--- src/rtl/alu_mc.sv ---
// alu_mc: multi-cycle ALU with registered result/flags, valid/ready on both
// sides, shifts, an iterative shift-add multiply and carry/overflow flags.
// Optional build macro: ALU_SIGNED_SLT_EN (SLT compares signed when defined,
// unsigned otherwise).
//
// Handshake: a transfer happens on a rising edge where valid && ready are both
// high. Operands are sampled only on an accepted input transfer; result and
// flags stay frozen while out_valid && !out_ready.
module alu_mc #(
  parameter int WIDTH = 16
) (
  input  logic             clk,
  input  logic             reset,
  input  logic             in_valid,
  output logic             in_ready,
  input  logic [WIDTH-1:0] a,
  input  logic [WIDTH-1:0] b,
  input  logic [2:0]       alu_control,
  output logic             out_valid,
  input  logic             out_ready,
  output logic [WIDTH-1:0] result,
  output logic             zero,
  output logic             carry,
  output logic             overflow,
  output logic [1:0]       dbg_state
);

  localparam int SHW = $clog2(WIDTH);

  localparam logic [2:0] OP_ADD = 3'b000;
  localparam logic [2:0] OP_SUB = 3'b001;
  localparam logic [2:0] OP_SLL = 3'b010;
  localparam logic [2:0] OP_SRL = 3'b011;
  localparam logic [2:0] OP_MUL = 3'b100;
  localparam logic [2:0] OP_AND = 3'b101;
  localparam logic [2:0] OP_OR  = 3'b110;
  localparam logic [2:0] OP_SLT = 3'b111;

  typedef enum logic [1:0] {
    S_IDLE = 2'd0,
    S_MUL  = 2'd1,
    S_DONE = 2'd2
  } state_t;

  state_t             r_state;
  logic [WIDTH-1:0]   r_result;
  logic               r_carry;
  logic               r_overflow;
  logic [2*WIDTH-1:0] r_ma;
  logic [WIDTH-1:0]   r_mb;
  logic [2*WIDTH-1:0] r_acc;
  logic [SHW-1:0]     r_count;

  logic               w_accept;
  logic [WIDTH:0]     w_sum;
  logic [WIDTH-1:0]   w_diff;
  logic               w_lt;
  logic [WIDTH-1:0]   w_res;
  logic               w_c;
  logic               w_o;
  logic [2*WIDTH-1:0] w_acc_next;

  // Handshake outputs decoded from the registered state
  always_comb begin
    in_ready  = (r_state == S_IDLE) || ((r_state == S_DONE) && out_ready);
    out_valid = (r_state == S_DONE);
    w_accept  = in_valid && in_ready;
    result    = r_result;
    carry     = r_carry;
    overflow  = r_overflow;
    zero      = (r_result == '0);
    dbg_state = r_state;
  end

  // Single-cycle datapath for every opcode except MUL
  always_comb begin
    w_sum  = {1'b0, a} + {1'b0, b};
    w_diff = a - b;
`ifdef ALU_SIGNED_SLT_EN
    w_lt   = ($signed(a) < $signed(b));
`else
    w_lt   = (a < b);
`endif
    w_res  = '0;
    w_c    = 1'b0;
    w_o    = 1'b0;
    case (alu_control)
      OP_ADD: begin
        w_res = w_sum[WIDTH-1:0];
        w_c   = w_sum[WIDTH];
        w_o   = (a[WIDTH-1] == b[WIDTH-1]) && (w_sum[WIDTH-1] != a[WIDTH-1]);
      end
      OP_SUB: begin
        w_res = w_diff;
        w_c   = (a < b);
        w_o   = (a[WIDTH-1] != b[WIDTH-1]) && (w_diff[WIDTH-1] != a[WIDTH-1]);
      end
      OP_SLL: w_res = a << b[SHW-1:0];
      OP_SRL: w_res = a >> b[SHW-1:0];
      OP_AND: w_res = a & b;
      OP_OR:  w_res = a | b;
      OP_SLT: w_res = {{(WIDTH-1){1'b0}}, w_lt};
      default: w_res = '0;
    endcase
  end

  // One shift-add step of the multiplier
  always_comb begin
    w_acc_next = r_mb[0] ? (r_acc + r_ma) : r_acc;
  end

  // Control FSM and all result/multiplier registers
  always_ff @(posedge clk) begin
    if (reset) begin
      r_state    <= S_IDLE;
      r_result   <= '0;
      r_carry    <= 1'b0;
      r_overflow <= 1'b0;
      r_ma       <= '0;
      r_mb       <= '0;
      r_acc      <= '0;
      r_count    <= '0;
    end else begin
      case (r_state)
        S_IDLE, S_DONE: begin
          if (w_accept) begin
            if (alu_control == OP_MUL) begin
              r_ma    <= {{WIDTH{1'b0}}, a};
              r_mb    <= b;
              r_acc   <= '0;
              r_count <= '0;
              r_state <= S_MUL;
            end else begin
              r_result   <= w_res;
              r_carry    <= w_c;
              r_overflow <= w_o;
              r_state    <= S_DONE;
            end
          end else if ((r_state == S_DONE) && out_ready) begin
            r_state <= S_IDLE;
          end
        end
        S_MUL: begin
          // Always runs all WIDTH iterations, even for zero operands
          r_acc   <= w_acc_next;
          r_ma    <= r_ma << 1;
          r_mb    <= r_mb >> 1;
          r_count <= r_count + SHW'(1);
          if (r_count == SHW'(WIDTH - 1)) begin
            r_result   <= w_acc_next[WIDTH-1:0];
            r_carry    <= |w_acc_next[2*WIDTH-1:WIDTH];
            r_overflow <= 1'b0;
            r_state    <= S_DONE;
          end
        end
        default: r_state <= S_IDLE;
      endcase
    end
  end

endmodule

--- config.mk ---
export PLATFORM = sky130hd
export DESIGN_NAME = alu_mc
export DESIGN_NICKNAME = d
export VERILOG_FILES = /design/src/rtl/alu_mc.sv
export SDC_FILE = /design/constraint.sdc
export NUM_CORES = 1
export LEC_CHECK = 0
export ABC_AREA = 1
export BUFFER_PORTS_ARGS = -buffer_cell sky130_fd_sc_hd__buf_2
export CAP_MARGIN = 20
export CORE_MARGIN = 5
export CORE_UTILIZATION = 65
export DETAILED_ROUTE_END_ITERATION = 8
export PLACE_DENSITY = 0.87
export SLEW_MARGIN = 20
export SYNTH_ARGS = -nofsm -noshare
export SYNTH_HDL_FRONTEND = slang
export SYNTH_SLANG_ARGS = --single-unit
--- constraint.sdc ---
create_clock -name clk -period 7.3 [get_ports clk]
set_input_delay 0.365 -clock clk [delete_from_list [all_inputs] [get_ports clk]]
set_output_delay 0.365 -clock clk [all_outputs]
set_load 0.01 [all_outputs]
==> results.json <==
{
  "swShare": 0.3623,
  "finalHoldViolCount": 0,
  "clk_pin_slew_ns": 0.08,
  "grt_pass1_vias": 10870,
  "combPwrFrac": 0.284,
  "num_vias": 12390,
  "synth_top_area_frac": 0.2066,
  "finalCritPeriodShare": 0.3989,
  "synth_seq_area_share": 0.1993,
  "max_slew_margin": 0.3772,
  "ys.warnings.count": 0,
  "whs_path_depth": 4,
  "cts_resized": 0,
  "antenna_found_initial": 1,
  "htree_levels": 3,
  "synth_edf_count": 0,
  "cts_tree": "built",
  "power.leakage_nw": 5.473,
  "drive_gt1_frac": 0.09142,
  "rsz0062_at_grt": "no",
  "grt_max_degree": 88,
  "drc": 0,
  "yosys-top-cells-area": "nand2_1 21%, dfxtp_1 20%, ha_1 9.7%",
  "fin_ws_ns": 4.388,
  "grt-ovfl-total": 0,
  "grt_use_total": 0.3918,
  "cts_sinks": 104,
  "pwr-share-clk": 0.322,
  "die_w_um": 136.8,
  "end_kind": "flip-flop",
  "clockBufferDepth": 2,
  "skew_ns": 0.01448,
  "crit_path_max_fanout": 87,
  "worstReg2RegStart": "dbg_state[0]",
  "critical_path_required_ns": 7.58,
  "drt_iter0_drc": 1913,
  "nNetsFinal": 1912,
  "switchingPower_mw": 0.5639,
  "slew_viol_final": 0,
  "clockRootBuffer": "clkbuf_16",
  "power_density_mw_per_mm2": 141.4,
  "grt_pass1_wl_um": 57390,
  "setup_tns_ns": 0,
  "setup_violations": 0,
  "hold_start": "out_ready",
  "holdBufCountCts": 0,
  "die_y_um": 136.8,
  "hpwl_um": 28350,
  "rows": 46,
  "post-cts-setup-buffers": 0,
  "synthFlopType": "dfxtp_1",
  "ys_async_sr_fraction": 0,
  "crit_type": "flip-flop to flip-flop",
  "outcome": "completed",
  "dieArea_mm2": 0.01870,
  "p_int_mw": 0.9923,
  "syn_nets": 1911,
  "reg2reg_slack_ns": 4.39,
  "design.portCount": 62,
  "syn_to_final_growth_pct": 5.402,
  "hold_ws_ns": 0.3072,
  "synthCells": 1788,
  "r2r_cells": 8,
  "clk_latency_ns": 0.36,
  "synth_seq_cells": 104,
  "place_ws_ns": 4.285,
  "hold_end": "dbg_state[1]",
  "pwr-share-seq": 0.394,
  "core_area_mm2": 0.01583,
  "routabilityCongestion": 1.180,
  "antenna_left": 0,
  "ys_types": 50,
  "io_buffers": 61,
  "synth_top_area_cell": "nand2_1",
  "reg2reg_to": "r_ma[2]",
  "max-cap-violations": 0,
  "crit_path_start_kind": "flip-flop",
  "hp-class": "primary input to flip-flop",
  "syn_area_mm2": 0.01045,
  "dr.pass1.iters": 6,
  "clock.fmax_mhz": 343.4,
  "diodes": 0,
  "tightest_slew_ns": 0.9342,
  "via_per_inst": 6.165,
  "ir_drop_mv": 0.1264,
  "wire_per_inst_um": 18.40,
  "initial_core_util": 0.6599,
  "arrival_ns": 3.19,
  "avgSynthCellArea_um2": 5.842,
  "finalCriticalPeriod_ns": 2.912,
  "cts_buffers": 9,
  "wl_um": 36990
}
per-layer routing:
layer	vias to the layer above	GRT usage	part of all wire
li1	5839	-	-
met1	5562	0.5785	0.42
met2	870	0.5312	0.39
met3	121	0.1235	0.15
met4	0	0.1333	0.041
met5	-	0	0
registers in the layout, summed over array words and instances, names as in the netlist:
name / flops
carry: 1
r_acc: 32
dbg_state: 2
overflow: 1
r_count: 4
r_mb: 16
r_ma: 32
result: 16
worst max path at each step:
stage | to | startpoint | depth (start not counted)
final | r_ma[2] | dbg_state[0] | 8
after global routing | r_ma[2] | dbg_state[0] | 8
after CTS | r_ma[2] | dbg_state[0] | 8
after detailed placement | overflow | b[1] | 18
after global placement | result[15] | b[1] | 18
after floorplan | carry | b[2] | 17
per-stage QoR:
step | cells | total power, mW | area, µm² | util
floorplan | 1788 | 0.9108 | 10450 | -
global placement | 1994 | 1.042 | 10710 | 0.6768
detailed placement | 1994 | 1.045 | 10710 | 0.6768
CTS | 2010 | 1.533 | 11010 | 0.6956
global route | 2010 | 1.618 | 11010 | 0.6956
finish | 2010 | 1.556 | 11010 | 0.6956
cell usage in the layout (no fill, tap or decap), types with 5 or more instances in the layout:
| master | count |
|---|---|
| a211oi_1 | 7 |
| a21oi_1 | 143 |
| a21oi_2 | 5 |
| a31oi_1 | 49 |
| buf_2 | 61 |
| buf_4 | 6 |
| clkbuf_16 | 9 |
| dfxtp_1 | 104 |
| ha_1 | 81 |
| inv_1 | 217 |
| inv_2 | 13 |
| nand2_1 | 575 |
| nand2_2 | 19 |
| nand3_1 | 113 |
| nand3_2 | 9 |
| nand4_1 | 12 |
| nor2_1 | 102 |
| nor2_2 | 8 |
| nor3_1 | 15 |
| nor4_1 | 6 |
| o211ai_1 | 16 |
| o21a_1 | 6 |
| o21ai_0 | 134 |
| o22ai_1 | 8 |
| or2_2 | 19 |
Yosys cell counts, drive strengths merged (6+ instances only):
| cell type | n |
|---|---|
| ha | 81 |
| nor3 | 17 |
| or2 | 21 |
| o21a | 6 |
| a21oi | 148 |
| a31oi | 49 |
| buf | 35 |
| o22ai | 8 |
| o21ai | 141 |
| nand4 | 12 |
| clkbuf | 42 |
| nand2 | 594 |
| dfxtp | 104 |
| nor4 | 6 |
| a211oi | 8 |
| inv | 230 |
| o211ai | 16 |
| nor2 | 113 |
| nand3 | 122 |
logic make-up after synthesis:
group | share of synthesized area
simple gates | 0.3596
compound gates | 0.2112
buf+inv | 0.1175
flops | 0.1993
fa+ha+maj | 0.1028
xor+xnor | 0.006708
mux | 0.002875
worst max-delay path, stage by stage, from the launching register on:
cell     delay [ns]
dfxtp_1        0.38
inv_1          0.10
nor2_4         0.07
buf_4          0.71
nor2_4         0.05
buf_4          0.34
inv_2          0.72
o21ai_0        0.22
a31oi_1        0.22
layout make-up:
type,count,area [µm²]
Multi-Input combinational cell,1377,7146
Fill cell,1452,4818
Sequential cell,104,2082
Inverter,230,863.3
Timing Repair Buffer,67,350.3
Tap cell,216,270.3
Clock buffer,10,229.0
Clock inverter,6,68.82
power by group through the flow:
stage	combinational (mW)	sequential [mW]	clock [mW]
after global placement	0.418	0.624	0
after detailed placement	0.420	0.625	0
after floorplan	0.288	0.623	0
after CTS	0.423	0.612	0.498
final	0.442	0.613	0.501
after global routing	0.478	0.615	0.525
Power figures use the tool's default switching activity.
